$ cat src/rtl/axi_write_controller.sv
// axi_write_controller: 2x2 AXI write-channel arbiter/router with internal DECERR sink for unmapped addresses
module axi_write_controller #(
    parameter int ADDR_WIDTH = 32,
    parameter int CNT_WIDTH  = 8
) (
    input  logic                  clkk,
    input  logic                  resett,
    input  logic [ADDR_WIDTH-1:0] slave0_addr1,
    input  logic [ADDR_WIDTH-1:0] slave0_addr2,
    input  logic [ADDR_WIDTH-1:0] slave1_addr1,
    input  logic [ADDR_WIDTH-1:0] slave1_addr2,
    input  logic [ADDR_WIDTH-1:0] M0_AWADDR,
    input  logic [ADDR_WIDTH-1:0] M1_AWADDR,
    input  logic                  M0_AWVALID,
    input  logic                  M1_AWVALID,
    input  logic                  M0_WVALID,
    input  logic                  M1_WVALID,
    input  logic                  M0_WLAST,
    input  logic                  M1_WLAST,
    input  logic                  M0_BREADY,
    input  logic                  M1_BREADY,
    input  logic                  S0_AWREADY,
    input  logic                  S1_AWREADY,
    input  logic                  S0_WREADY,
    input  logic                  S1_WREADY,
    input  logic                  S0_BVALID,
    input  logic                  S1_BVALID,
    output logic                  M0_AWREADY,
    output logic                  M1_AWREADY,
    output logic                  M0_WREADY,
    output logic                  M1_WREADY,
    output logic                  M0_BVALID,
    output logic                  M1_BVALID,
    output logic                  S0_AWVALID,
    output logic                  S1_AWVALID,
    output logic                  S0_WVALID,
    output logic                  S1_WVALID,
    output logic                  S0_BREADY,
    output logic                  S1_BREADY,
    output logic                  select_master_write,
    output logic                  select_slave_write,
    output logic                  bresp_err,
    output logic [CNT_WIDTH-1:0]  wbeat_cnt
);
    typedef enum logic [2:0] {IDLE, ADDR, DATA, RESP, ERR_ADDR, ERR_DATA, ERR_RESP} state_t;
    state_t state, state_nxt;
    logic g, sel, last_grant;
    logic [CNT_WIDTH-1:0] cnt;
    logic awv_s, awr_m, wv_s, wr_m, bv_m, br_s;
    logic m_awv, m_wv, m_wlast, m_br, s_awr, s_wr, s_bv;
    logic req, gn, hit0, hit1;
    logic [ADDR_WIDTH-1:0] ga;
    assign m_awv   = g ? M1_AWVALID : M0_AWVALID;
    assign m_wv    = g ? M1_WVALID : M0_WVALID;
    assign m_wlast = g ? M1_WLAST : M0_WLAST;
    assign m_br    = g ? M1_BREADY : M0_BREADY;
    assign s_awr   = sel ? S1_AWREADY : S0_AWREADY;
    assign s_wr    = sel ? S1_WREADY : S0_WREADY;
    assign s_bv    = sel ? S1_BVALID : S0_BVALID;
    // Round-robin on a tie: the master that did not win last time gets the grant.
    assign req  = M0_AWVALID | M1_AWVALID;
    assign gn   = (M0_AWVALID && M1_AWVALID) ? ~last_grant : M1_AWVALID;
    assign ga   = gn ? M1_AWADDR : M0_AWADDR;
    assign hit0 = ga >= slave0_addr1 && ga <= slave0_addr2;
    assign hit1 = ga >= slave1_addr1 && ga <= slave1_addr2;
    always_comb begin
        state_nxt = state;
        awv_s = 1'b0;
        awr_m = 1'b0;
        wv_s  = 1'b0;
        wr_m  = 1'b0;
        bv_m  = 1'b0;
        br_s  = 1'b0;
        case (state)
            IDLE:     state_nxt = !req ? IDLE : (hit0 || hit1) ? ADDR : ERR_ADDR;
            ADDR: begin
                awv_s = m_awv;
                awr_m = s_awr;
                state_nxt = (m_awv && s_awr) ? DATA : ADDR;
            end
            DATA: begin
                wv_s = m_wv;
                wr_m = s_wr;
                state_nxt = (m_wv && s_wr && m_wlast) ? RESP : DATA;
            end
            RESP: begin
                bv_m = s_bv;
                br_s = m_br;
                state_nxt = (s_bv && m_br) ? IDLE : RESP;
            end
            ERR_ADDR: begin
                awr_m = m_awv;
                state_nxt = m_awv ? ERR_DATA : ERR_ADDR;
            end
            ERR_DATA: begin
                wr_m = 1'b1;
                state_nxt = (m_wv && m_wlast) ? ERR_RESP : ERR_DATA;
            end
            ERR_RESP: begin
                bv_m = 1'b1;
                state_nxt = m_br ? IDLE : ERR_RESP;
            end
            default:  state_nxt = IDLE;
        endcase
    end
    always_ff @(posedge clkk) begin
        if (resett) begin
            state      <= IDLE;
            g          <= 1'b0;
            sel        <= 1'b0;
            last_grant <= 1'b1;
            cnt        <= '0;
        end else begin
            state <= state_nxt;
            if (state == IDLE && req) begin
                g   <= gn;
                sel <= !hit0;
            end
            if ((state == ADDR || state == ERR_ADDR) && m_awv && awr_m)
                cnt <= '0;
            if ((state == DATA || state == ERR_DATA) && m_wv && wr_m)
                cnt <= cnt + 1'b1;
            if (state != IDLE && state_nxt == IDLE)
                last_grant <= g;
        end
    end
    assign M0_AWREADY = !g && awr_m;
    assign M1_AWREADY = g && awr_m;
    assign M0_WREADY  = !g && wr_m;
    assign M1_WREADY  = g && wr_m;
    assign M0_BVALID  = !g && bv_m;
    assign M1_BVALID  = g && bv_m;
    assign S0_AWVALID = !sel && awv_s;
    assign S1_AWVALID = sel && awv_s;
    assign S0_WVALID  = !sel && wv_s;
    assign S1_WVALID  = sel && wv_s;
    assign S0_BREADY  = !sel && br_s;
    assign S1_BREADY  = sel && br_s;
    assign select_master_write = g;
    assign select_slave_write  = sel;
    assign bresp_err = state == ERR_RESP;
    assign wbeat_cnt = cnt;
endmodule

$ cat config.mk
export PLATFORM = sky130hd
export DESIGN_NAME = axi_write_controller
export DESIGN_NICKNAME = d
export VERILOG_FILES = /design/src/rtl/axi_write_controller.sv
export SDC_FILE = /design/constraint.sdc
export NUM_CORES = 1
export LEC_CHECK = 0
export ABC_AREA = 1
export CORE_MARGIN = 8
export CORE_UTILIZATION = 30
export CTS_CLUSTER_SIZE = 28
export DETAILED_ROUTE_END_ITERATION = 6
export GPL_TIMING_DRIVEN = 0
export MAX_ROUTING_LAYER = met4
export REMOVE_ABC_BUFFERS = 1
export SYNTH_ARGS = -nofsm -noshare
export SYNTH_HDL_FRONTEND = slang
export SYNTH_SLANG_ARGS = --single-unit
$ cat constraint.sdc
create_clock -name clkk -period 3.5 [get_ports clkk]
set_input_delay 0.35 -clock clkk [delete_from_list [all_inputs] [get_ports clkk]]
set_output_delay 0.35 -clock clkk [all_outputs]
set_load 0.005 [all_outputs]
# ---- Word-level counts from Yosys, hierarchy flattened
# Index checks and enable logic that the tools add are counted.
dict set report totals {
  reg_bits 14
  in_bits 208
  output_inout_bits 23
  wordCells 80
}
dict set report op_classes {
  n_addsub 1
  order_cmp 4
  n_eq_ne 6
  mux 26
  bitwise_logic 2
  n_reduce_logical 36
}
# op count
set ops {}
lappend ops {{32-bit greater-or-equal comparator} 2}
lappend ops {{32-bit less-or-equal comparator} 2}
lappend ops {{32-bit 2-to-1 mux} 1}
lappend ops {{1-bit logical AND} 26}
lappend ops {{3-bit one-hot mux with 7 select lines} 1}
lappend ops {{8-bit 2-to-1 mux} 2}
lappend ops {{1-bit 2-to-1 mux} 13}
lappend ops {{3-bit equality test (second input constant)} 3}
lappend ops {{3-bit 2-to-1 mux} 3}
lappend ops {{8-bit by 1-bit adder with 8-bit output (second input constant)} 1}
lappend ops {{3-bit by 2-bit equality test with 1-bit output (second input constant)} 2}
lappend ops {{3-bit logical NOT} 2}
lappend ops {{2-bit 2-to-1 mux} 3}
lappend ops {{1-bit one-hot mux with 2 select lines} 3}
lappend ops {{3-bit by 1-bit equality test with 1-bit output (second input constant)} 1}
lappend ops {{1-bit logical NOT} 3}
lappend ops {{1-bit logical OR} 3}
lappend ops {{3-bit nonzero test} 1}
lappend ops {{2-bit nonzero test} 1}
lappend ops {{1-bit NOT} 1}
lappend ops {{1-bit OR} 1}

# ---- Depth between registers and ports, before layout
# Gate-level depths: netlist of run 1.
dict set report depth {
  depth_word 11
  depth_mapped 25
  mapped_depth_nobuf 24
}

# ---- Worst setup path before layout of run 1
# Ideal clock, no wire load.
dict set report synth_path {
  path_kind {input to register}
  startpoint {input M0_AWVALID}
  endpoint {register last_grant}
  setup_ps 123
  arrival_time_ps 2348
  setup_slack_ps 1029
  stages 23
  path_buffers 1
  cell_sequence {nand2_1 > nand2_1 > inv_1 > clkbuf_1 > nand2_1 > nand2_1 > ha_1 > nand2_1 > inv_1 > o21bai_1 > nand2_1 > nand2_1 > nand2_1 > nor2_1 > nand2_1 > nand2_1 > nand2_1 > nand2_1 > nand2_1 > o21ai_1 > nor2_1 > nand2_1 > nand3_1}
}
dict set report synth_via {
  elab_chain_cells 11
}
# element line
set synth_rtl {}
lappend synth_rtl {{start: declaration} 14} ;# input logic M0_AWVALID,
lappend synth_rtl {{1-bit logical AND} 62} ;# assign gn = (M0_AWVALID && M1_AWVALID) ? ~last_grant : M1_AWVALID;
lappend synth_rtl {{1-bit 2-to-1 mux} 62}
lappend synth_rtl {{32-bit 2-to-1 mux} 63} ;# assign ga = gn ? M1_AWADDR : M0_AWADDR;
lappend synth_rtl {{32-bit greater-or-equal comparator (tied with other cells)} 64} ;# assign hit0 = ga >= slave0_addr1 && ga <= slave0_addr2;
lappend synth_rtl {{1-bit logical AND (on tied branches)} {64, 65}}
lappend synth_rtl {{1-bit logical OR} 75} ;# IDLE: state_nxt = !req ? IDLE : (hit0 || hit1) ? ADDR : ERR_ADDR;
lappend synth_rtl {{3-bit 2-to-1 mux (2 in a row)} 75}
lappend synth_rtl {{3-bit one-hot mux with 7 select lines (*)} 74} ;# case (state)
lappend synth_rtl {{3-bit logical NOT (*)} 123} ;# if (state != IDLE && state_nxt == IDLE)
lappend synth_rtl {{1-bit logical AND (*)} 123}
lappend synth_rtl {{end signal: assignment} 124} ;# last_grant <= g;
lappend synth_rtl {{end: declaration} 47} ;# logic g, sel, last_grant;
# Every way passes the cells marked *; elsewhere a longest branch is shown, timed or not.
# A chain may end at the register's enable or synchronous reset.

# ---- Worst setup path in the final report of run 1
dict set report layout_path {
  startpoint {register last_grant}
  endpoint {register last_grant}
}
dict set report layout_via {
  elab_chain_cells 11
}
# element line
set layout_rtl {}
lappend layout_rtl {{1-bit NOT (*)} 62}
lappend layout_rtl {{1-bit 2-to-1 mux (*)} 62}
lappend layout_rtl {{32-bit 2-to-1 mux (*)} 63}
lappend layout_rtl {{32-bit greater-or-equal comparator (tied with other cells)} 64}
lappend layout_rtl {{1-bit logical AND (on tied branches)} {64, 65}}
lappend layout_rtl {{1-bit logical OR (*)} 75}
lappend layout_rtl {{3-bit 2-to-1 mux (*) (2 in a row)} 75}
lappend layout_rtl {{3-bit one-hot mux with 7 select lines (*)} 74}
lappend layout_rtl {{3-bit logical NOT (*)} 123}
lappend layout_rtl {{1-bit logical AND (*)} 123}
# Marked as above.

==> flow_summary.yaml, run 1 <==
final_layout:
  final_core_utilization_pct: 48.83
  final_design_area_excluding_fillers_mm2: 0.007451
  areaGrowthSynthToFinish_pct: 58.50
  layout.cells.non_filler: 1263
  fill_cells: 1586
  finalNetCount: 1389
  final_layout_size_suffix_gt1_share_pct: 3.330
power:
  irDropWorstVdd_v: 0.0001668
  power_per_cell_area_mw_per_mm2: 246.6
  total_power_mw: 1.837
  total_leakage_power_nw: 4.075
logic_synthesis:
  post_synth_instance_area_mm2: 0.004701
  post-synth-top-area-cell: "sky130_fd_sc_hd__ha_1"
  postSynthRegisterBits: 14
  synth_top_cell_area_share_pct: 34.34
  synth-edff-count: 0
  sequential_cell_area_fraction_in_the_yosys_report_pct: 5.962
  synthesis.instances: 814
  synth.most_common_cell: "sky130_fd_sc_hd__nand2_1"
  netlist_top_cells_area: "sky130_fd_sc_hd__ha_1 (34%), sky130_fd_sc_hd__nand2_1 (22%), sky130_fd_sc_hd__inv_1 (14%)"
  asyncSetResetFlopFracSynth_pct: 0
  yosys_warnings: 0
  ys.flop_type: "sky130_fd_sc_hd__dfxtp_1"
  synthesis.area_per_instance_um2: 5.775
  unique_masters_post_synth: 27
  netlist_top_cells_count: "sky130_fd_sc_hd__nand2_1 (273), sky130_fd_sc_hd__inv_1 (174), sky130_fd_sc_hd__ha_1 (129)"
worst_setup_path:
  path_class: "flop to flop"
  worst_path_max_delay_cell: "sky130_fd_sc_hd__dfxtp_1"
  r2r-start: "last_grant$_SDFFE_PP1P_"
  critPathMostFrequentCell: "sky130_fd_sc_hd__nand2_1"
  cp_data_required_time_ps: 3630
  reg2reg_setup_slack_ps: 660
  timing.critical_path.from_type: "flop"
  r2r_end: "last_grant$_SDFFE_PP1P_"
  crit_arrival_ps: 2960
  worstPathCellList: "nand2_4 -> nand2_8 -> clkinvlp_4 -> buf_4 -> nand2_1 -> nand2_1 -> ha_1 -> nand2_1 -> nor2_1 -> nand2_1 -> nor2_1 -> nand2_1 -> nand2_1 -> nand2_1 -> nand2_1 -> nand2_1 -> nand2_1 -> nand3_1 -> o21ai_1 -> nand3_1"
  crit_path_max_fanout: 10
  critical_path.endpoint_type: "flop"
  r2r_cells: 20
  critical_path.max_stage_delay_ps: 370
timing:
  grt_setup_unrepaired: "no"
  max_slew_margin_pct: 62.48
  worst_pin_slew_ps: 562.0
  worst_hold_slack_ps: 470.7
  finalCriticalPeriod_ps: 2839
  setup_viol: 0
  layout_setup_ws_ps: 660.6
  setup-tns-final_ps: 0
  final_min_period_over_clock_period_pct: 81.13
  final_max_slew_viol_count: 0
  hold_viol: 0
  clock-skew-final_ps: 2.650
  achievable-frequency_mhz: 352.2
min_path:
  cell_depth_of_the_worst_min_delay_path: 2
  min_delay_worst_endpoint: "wbeat_cnt[4]$_SDFFE_PP0P_"
  min_path_type: "flop to flop"
  timing.hold.worst.start: "wbeat_cnt[4]$_SDFFE_PP0P_"
grt:
  grt_remaining_overflow: 0
  grt_pass1_vias: 5450
  maximum_number_of_pins_on_one_net_before_global_route_repair: 35
  grt_pass1_wl_um: 26710
  initial_antenna_violation_count: 1
  globalRouteTotalUtil_pct: 16.88
job:
  max-cap-violations: 0
drt:
  wl_um: 16860
  wire_per_inst_um: 13.35
  drc_markers: 0
  drtIter0Drc: 139
  route.detailed.vias_per_inst: 4.304
  dr_total_vias: 5436
  detail-route-antenna-nets: 0
  router_iterations_before_antenna_repair: 4
floorplanning:
  start_util_pct: 30.81
  die-area_mm2: 0.01993
  core_area_mm2: 0.01526
  ports_placed_on_the_boundary: 231
  fp-row-count: 45
  chipHeight_um: 141.2
  floorplan.die.width_um: 141.2
placed_design:
  placed_cell_area_mm2: 0.007229
  gp_congestion: 0.8237
  preCtsSetupSlack_ps: -1761
  port-buffer-count: 230
  placed_cells_incl_taps: 1247
  hpwl_reported_at_the_end_of_detailed_placement_um: 14510
clock_network:
  clock_tree_from_tritoncts: "built"
  cts-root-buf: "sky130_fd_sc_hd__clkbuf_16"
  worstSkewPairLatency_ps: 240
  cts_made_buffers: 3
  post_cts_hold_buffer_count: 0
  cts_buffer_depth: 2
  clock-sinks: 14
  clk_transition_reported_paths_ps: 50
  htreeDepth: 1
status:
  outcome: "finished clean"
[sequential cells by signal, summed over array words and instances (netlist names)]
register and cells:
state 3, select_master_write 1, wbeat_cnt 8, select_slave_write 1
last_grant 1
[cells in the final DEF (no fill, tap or decap), drive strengths merged, types with 8 or more instances in the layout]
cell,instances
a21oi,70
buf,9
clkdlybuf4s50,228
dfxtp,14
ha,129
inv,180
nand2,274
nand3,18
nand4,9
nor2,62
nor3,8
o21ai,25
[how the worst max path moves through the flow]
stage                                        from                 endpoint  slack (ps)
after floorplan                        M0_AWVALID  last_grant$_SDFFE_PP1P_         320
after global placement                 M0_AWVALID  last_grant$_SDFFE_PP1P_       -1780
after detailed placement               M0_AWVALID  last_grant$_SDFFE_PP1P_       -1760
after CTS                              M0_AWVALID  last_grant$_SDFFE_PP1P_          50
after global routing      last_grant$_SDFFE_PP1P_  last_grant$_SDFFE_PP1P_         300
final                     last_grant$_SDFFE_PP1P_  last_grant$_SDFFE_PP1P_         660
[metal layers]
| metal | global-route usage [%] | share of wire (%) | up-vias |
|---|---|---|---|
| li1 | - | - | 3032 |
| met1 | 20.00 | 45 | 2245 |
| met2 | 29.63 | 46 | 153 |
| met3 | 3.916 | 8.2 | 6 |
| met4 | 1.301 | 0.31 | 0 |
| met5 | - | 0 | - |
[kinds of logic (layout without fill, tap and decap cells)]
family                     after synthesis  in the layout  share of synthesized area (%)
and+or+nand+nor                        372            373                          31.57
AOI/OAI and AO/OA                      109            109                          12.56
adders and majority gates              129            129                          34.34
muxes                                    1              1                         0.2129
other                                    0              1                              0
buffers and inverters                  189            425                          15.36
DFF                                     14             14                          5.962
[critical path, delay by kind of cell (launching register included)]
family	cells	cell delay, ps
simple gates	16	1590
fa+ha+maj	1	330
compound gates	1	140
flops	1	370
buf+inv	2	290
[layout make-up]
type / instances / area (um2) / area share [%]
antenna: 1 / 2.502 / 0.03359
clock buffer: 4 / 88.84 / 1.192
inverter: 181 / 688.2 / 9.236
multi-input combinational: 612 / 3747 / 50.29
sequential: 14 / 280.3 / 3.762
tap: 211 / 264.0 / 3.543
timing repair buffer: 239 / 2375 / 31.87
timing repair inverter: 1 / 5.005 / 0.06717
[power breakdown]
part	total, mW	internal (mW)	switching (mW)
Combinational	1.37	0.640	0.732
Clock	0.238	0.173	0.0652
Sequential	0.227	0.185	0.0420
Total	1.84	0.998	0.839
[timing repair]
action / CTS / global route
endpoints found under the setup margin: 4 / 3
gates cloned: 1 / 1
gates resized for setup: 4 / 8
pin swaps: 0 / 1
setup buffers: 4 / 5
endpoints found under the hold margin: 0 / 0
No activity file was read; power rests on OpenSTA's default activity.
==> inputs of run 2 (changes only) <==
==> constraint.sdc (replaced) <==
create_clock -name clkk -period 2.55 [get_ports clkk]
set_input_delay 0.255 -clock clkk [delete_from_list [all_inputs] [get_ports clkk]]
set_output_delay 0.255 -clock clkk [all_outputs]
set_load 0.005 [all_outputs]
==> run 2 against run 1 <==
The flow now finishes with violations (setup timing). Critical path depth increased by 4. Maximum frequency increased by 4.3%. Via count increased by 4.2%. Sequential power increased by 38%. Flip-flop and latch count unchanged. Global-route usage increased by 0.88 points. Critical endpoint unchanged. Largest power group unchanged.
==> flow_summary.yaml, run 2 (synthesis gave the netlist of run 1 again) <==
status:
  outcome: "finished with violations"
  violations_in_the_final_reports: "setup timing"
timing:
  layout_setup_ws_ps: -172.6
  worst_hold_slack_ps: 470.9
  max_slew_margin_pct: 61.17
  worst_pin_slew_ps: 581.7
  final_max_slew_viol_count: 0
  grt_setup_unrepaired: "yes"
  setup-tns-final_ps: -469.6
  final_min_period_over_clock_period_pct: 106.8
  finalCriticalPeriod_ps: 2723
  clock-skew-final_ps: 3.176
  setup_viol: 4
  hold_viol: 0
  achievable-frequency_mhz: 367.3
floorplanning:
  die-area_mm2: 0.01993
  start_util_pct: 30.81
  core_area_mm2: 0.01526
  floorplan.die.width_um: 141.2
  fp-row-count: 45
  ports_placed_on_the_boundary: 231
  chipHeight_um: 141.2
min_path:
  min_path_type: "flop to flop"
  timing.hold.worst.start: "wbeat_cnt[4]$_SDFFE_PP0P_"
  min_delay_worst_endpoint: "wbeat_cnt[4]$_SDFFE_PP0P_"
  cell_depth_of_the_worst_min_delay_path: 2
clock_network:
  cts-root-buf: "sky130_fd_sc_hd__clkbuf_16"
  clock-sinks: 14
  cts_made_buffers: 3
  clk_transition_reported_paths_ps: 50
  cts_buffer_depth: 2
  worstSkewPairLatency_ps: 240
  htreeDepth: 1
  clock_tree_from_tritoncts: "built"
  post_cts_hold_buffer_count: 0
placed_design:
  hpwl_reported_at_the_end_of_detailed_placement_um: 14510
  gp_congestion: 0.8237
  placed_cell_area_mm2: 0.007229
  preCtsSetupSlack_ps: -2616
  port-buffer-count: 230
  placed_cells_incl_taps: 1247
drt:
  route.detailed.vias_per_inst: 4.454
  drtIter0Drc: 133
  drc_markers: 0
  detail-route-antenna-nets: 0
  router_iterations_before_antenna_repair: 4
  wl_um: 18280
  dr_total_vias: 5666
  wire_per_inst_um: 14.37
final_layout:
  final_design_area_excluding_fillers_mm2: 0.008479
  areaGrowthSynthToFinish_pct: 80.38
  finalNetCount: 1398
  layout.cells.most_common: "sky130_fd_sc_hd__clkdlybuf4s50_1"
  layout.cells.non_filler: 1272
  largest_register_ff_count: 8
  final_core_utilization_pct: 55.57
  mostFrequentLayoutCells: "sky130_fd_sc_hd__clkdlybuf4s50_1 (228), sky130_fd_sc_hd__nand2_1 (209), sky130_fd_sc_hd__inv_1 (170)"
  final_layout_size_suffix_gt1_share_pct: 15.75
grt:
  grt_pass1_wl_um: 27920
  grt_pass1_vias: 5616
  initial_antenna_violation_count: 1
  grt_remaining_overflow: 0
  globalRouteTotalUtil_pct: 17.76
  maximum_number_of_pins_on_one_net_before_global_route_repair: 18
worst_setup_path:
  crit_arrival_ps: 2850
  crit_path_max_fanout: 6
  r2r_end: "last_grant$_SDFFE_PP1P_"
  r2r-start: "last_grant$_SDFFE_PP1P_"
  r2r_cells: 24
  path_class: "flop to flop"
  reg2reg_setup_slack_ps: -170
  timing.critical_path.from_type: "flop"
  critical_path.endpoint_type: "flop"
  cp_data_required_time_ps: 2680
power:
  irDropWorstVdd_v: 0.0002318
  total_power_mw: 2.990
  total_leakage_power_nw: 4.253
  power_per_cell_area_mw_per_mm2: 352.7
job:
  max-cap-violations: 0
run 2: changes by cell type in the layout (fill, tap and decap cells not counted), moves of 11 or more:
cell                      previous run  this run
sky130_fd_sc_hd__nand2_2             0        35
sky130_fd_sc_hd__ha_1              129        93
sky130_fd_sc_hd__nor2_1             60        49
sky130_fd_sc_hd__nand2_1           271       209
sky130_fd_sc_hd__nand2_4             2        22
sky130_fd_sc_hd__ha_4                0        36
run 2: power breakdown:
part	switching [mW]	total (mW)	internal [mW]
registers	0.0580	0.314	0.256
logic	1.24	2.35	1.11
clock network	0.0927	0.330	0.238
total	1.39	2.99	1.60
run 2: repair_timing:
item,4_1_cts,5_1_grt
cloned,2,1
pin swaps,15,59
setup buffers,11,6
setup endpoints to repair,5,6
gates resized for setup,76,112
run 2: how the worst max path moves through the flow:
stage	from	endpoint	slack, ps	depth (start not counted)
finish	last_grant$_SDFFE_PP1P_	last_grant$_SDFFE_PP1P_	-170	24
global route	last_grant$_SDFFE_PP1P_	last_grant$_SDFFE_PP1P_	-350	25
CTS	last_grant$_SDFFE_PP1P_	last_grant$_SDFFE_PP1P_	-70	20
detailed placement	M0_AWVALID	last_grant$_SDFFE_PP1P_	-2620	20
global placement	M0_AWVALID	last_grant$_SDFFE_PP1P_	-2640	20
floorplan	last_grant$_SDFFE_PP1P_	last_grant$_SDFFE_PP1P_	-580	19
run 2: critical path, cell delays in order (launching register included):
cell                         delay [ps]
sky130_fd_sc_hd__dfxtp_2            350
sky130_fd_sc_hd__nand2_4             80
sky130_fd_sc_hd__nand2_8            130
sky130_fd_sc_hd__clkinvlp_4         210
sky130_fd_sc_hd__buf_12             220
sky130_fd_sc_hd__nand2_4             70
sky130_fd_sc_hd__nand2_4             80
sky130_fd_sc_hd__ha_4               290
sky130_fd_sc_hd__nand2_4             50
sky130_fd_sc_hd__inv_2               40
sky130_fd_sc_hd__nand2_2             60
sky130_fd_sc_hd__nor3_4             180
sky130_fd_sc_hd__nand2_1             70
sky130_fd_sc_hd__nand2_1             60
sky130_fd_sc_hd__nor2_1              40
sky130_fd_sc_hd__nand2_1             80
sky130_fd_sc_hd__nand2_1             60
sky130_fd_sc_hd__nand2_1             70
sky130_fd_sc_hd__nand2_2             60
sky130_fd_sc_hd__nand2_2             90
sky130_fd_sc_hd__nand2_2             60
sky130_fd_sc_hd__nand3_2             70
sky130_fd_sc_hd__nor2_1              50
sky130_fd_sc_hd__nand2_1             50
sky130_fd_sc_hd__nand3_1             70
run 2: routing by layer:
| layer | GRT usage [%] | part of all wire, % | up-vias |
|---|---|---|---|
| met2 | 30.98 | 48 | 161 |
| li1 | - | - | 3054 |
| met1 | 21.32 | 44 | 2441 |
| met3 | 3.781 | 7.2 | 10 |
| met4 | 1.584 | 0.62 | 0 |
| met5 | - | 0 | - |
run 2: final cells by class:
class	count	area, um2
fill	1511	6779
multi-input combinational	612	4648
timing repair buffer	248	2499
inverter	181	688.2
sequential	14	281.5
tap	211	264.0
clock buffer	4	88.84
timing repair inverter	1	7.507
antenna	1	2.502
==> inputs of run 3 (changes only) <==
==> constraint.sdc (replaced) <==
create_clock -name clkk -period 2.55 [get_ports clkk]
set_input_delay 0.3825 -clock clkk [delete_from_list [all_inputs] [get_ports clkk]]
set_output_delay 0.3825 -clock clkk [all_outputs]
set_load 0.005 [all_outputs]
==> run 3 against run 2 <==
Critical path depth is 4 lower. Die area is the same. Core utilization decreased by 3.5 points. Sequential power barely moved. Register-to-register slack improved by 80 ps. Clock-buffer cell count unchanged. Sequential share of layout area is 0.24 points higher. First-iteration DRC count up 6.0%. Routed wire length decreased by 4.1%. The flow still finishes with violations (setup timing). Maximum frequency increased by 3.1%. Total power decreased by 7.7%. Setup slack improved by 81 ps.
==> flow_summary.yaml, run 3 (synthesis gave the netlist of run 1 again) <==
worst_setup_path:
  critical_path.endpoint_type: "flop"
  worstPathCellList: "nand2_4 -> nand2_8 -> clkinvlp_4 -> buf_8 -> nand2_1 -> nand2_2 -> ha_1 -> nand2_1 -> nor2_4 -> nand2_1 -> nor2_1 -> nand2_1 -> nand2_1 -> nand2_1 -> nand2_1 -> nand2_2 -> nand2_2 -> nand3_2 -> o21ai_1 -> nand3_1"
  worst_path_max_delay_cell: "sky130_fd_sc_hd__dfxtp_2"
  timing.critical_path.from_type: "flop"
  crit_path_max_fanout: 10
  path_class: "flop to flop"
  crit_arrival_ps: 2770
  cp_data_required_time_ps: 2670
  critPathMostFrequentCell: "sky130_fd_sc_hd__nand2_1"
  critical_path.max_stage_delay_ps: 350
clock_network:
  cts_made_buffers: 3
  clock_tree_from_tritoncts: "built"
  clock-sinks: 14
  post_cts_hold_buffer_count: 0
  cts-root-buf: "sky130_fd_sc_hd__clkbuf_16"
  clk_transition_reported_paths_ps: 50
  cts_buffer_depth: 2
  worstSkewPairLatency_ps: 240
  htreeDepth: 1
min_path:
  min_path_type: "flop to flop"
timing:
  finalCriticalPeriod_ps: 2642
  hold_viol: 0
  grt_setup_unrepaired: "yes"
  setup-tns-final_ps: -118.0
  setup_viol: 2
  max_slew_margin_pct: 63.92
  worst_pin_slew_ps: 535.5
  final_max_slew_viol_count: 0
  achievable-frequency_mhz: 378.5
  final_min_period_over_clock_period_pct: 103.6
  clock-skew-final_ps: 4.479
  layout_setup_ws_ps: -91.73
floorplanning:
  floorplan.die.width_um: 141.2
  fp-row-count: 45
  start_util_pct: 30.81
  chipHeight_um: 141.2
  die-area_mm2: 0.01993
  ports_placed_on_the_boundary: 231
  core_area_mm2: 0.01526
status:
  outcome: "finished with violations"
  violations_in_the_final_reports: "setup timing"
grt:
  grt_pass1_wl_um: 27970
  maximum_number_of_pins_on_one_net_before_global_route_repair: 18
  grt_remaining_overflow: 0
  globalRouteTotalUtil_pct: 17.77
  initial_antenna_violation_count: 1
  grt_pass1_vias: 5641
drt:
  wl_um: 17530
  drc_markers: 0
  drtIter0Drc: 141
  wire_per_inst_um: 13.81
  detail-route-antenna-nets: 0
  router_iterations_before_antenna_repair: 4
  route.detailed.vias_per_inst: 4.388
  dr_total_vias: 5573
placed_design:
  port-buffer-count: 230
  hpwl_reported_at_the_end_of_detailed_placement_um: 14510
  gp_congestion: 0.8237
final_layout:
  largest_register_ff_count: 8
  final_core_utilization_pct: 52.08
  layout.cells.most_common: "sky130_fd_sc_hd__nand2_1"
  final_layout_size_suffix_gt1_share_pct: 11.15
  finalNetCount: 1396
  areaGrowthSynthToFinish_pct: 69.04
  mostFrequentLayoutCells: "sky130_fd_sc_hd__nand2_1 (233), sky130_fd_sc_hd__clkdlybuf4s50_1 (228), sky130_fd_sc_hd__inv_1 (173)"
power:
  power_per_cell_area_mw_per_mm2: 347.5
  irDropWorstVdd_v: 0.0002289
  total_leakage_power_nw: 4.130
job:
  max-cap-violations: 0
[run 3: changes by cell type in the layout (fill, tap and decap cells not counted), moves of 6 or more]
cell,previous run,this run
sky130_fd_sc_hd__nand2_1,209,233
sky130_fd_sc_hd__ha_1,93,112
sky130_fd_sc_hd__nand2_8,8,2
sky130_fd_sc_hd__nand2_4,22,7
sky130_fd_sc_hd__ha_4,36,17
[run 3: power by group]
| part | total (mW) | leakage [nW] | internal [mW] | switching (mW) |
|---|---|---|---|---|
| Clock | 0.328 | 0.0442 | 0.238 | 0.0909 |
| Sequential | 0.315 | 0.114 | 0.257 | 0.0578 |
| Combinational | 2.12 | 3.97 | 1.00 | 1.12 |
[run 3: layer usage]
layer	part of all wire [%]	global-route usage [%]	up-vias
li1	-	-	3045
met1	45	21.26	2362
met2	47	31.11	158
met3	7.9	3.781	8
met4	0.47	1.584	0
met5	0	-	-
[run 3: timing repair]
item / in CTS / in global routing
gates cloned: 2 / 0
endpoints found under the setup margin: 7 / 8
pin swaps: 21 / 13
resized for setup: 85 / 26
buffers inserted: 12 / 4
[run 3: through the flow]
stage | worst slack [ps] | std cells | cell area [um2] | power (mW) | hold slack, ps
floorplan | -659.9 | 806 | 4663 | 1.411 | 433.6
global placement | -2767 | 1247 | 7229 | 2.115 | 453.4
detailed placement | -2743 | 1247 | 7229 | 2.140 | 465.5
CTS | -68.37 | 1265 | 7775 | 2.716 | 476.3
global route | -328.4 | 1270 | 7946 | 3.095 | 501.8
finish | -91.73 | 1270 | 7946 | 2.761 | 470.7
[run 3: final timing paths]
path                                  start                        end  slack (ps)  depth (start not counted)
setup / recovery    last_grant$_SDFFE_PP1P_    last_grant$_SDFFE_PP1P_         -90                         20
hold / removal    wbeat_cnt[4]$_SDFFE_PP0P_  wbeat_cnt[4]$_SDFFE_PP0P_         470                          2
setup reg to reg    last_grant$_SDFFE_PP1P_    last_grant$_SDFFE_PP1P_         -90                         20
hold reg to reg   wbeat_cnt[4]$_SDFFE_PP0P_  wbeat_cnt[4]$_SDFFE_PP0P_         470                          2
[run 3: layout make-up]
cell class	count	area, um2
fillers	1553	7312
multi-input cells	612	4165
repair buffers	246	2447
inverters	181	688.2
flip-flops and latches	14	282.8
well taps	211	264.0
clock buffers	4	88.84
repair inverters	1	7.507
diodes	1	2.502
[run 3: worst max-delay path, delay by kind of cell, from the launching register on]
family,cells,cell delay [ps]
fa+ha+maj,1,310
buf+inv,2,290
simple gates,16,1420
compound gates,1,130
flops,1,350
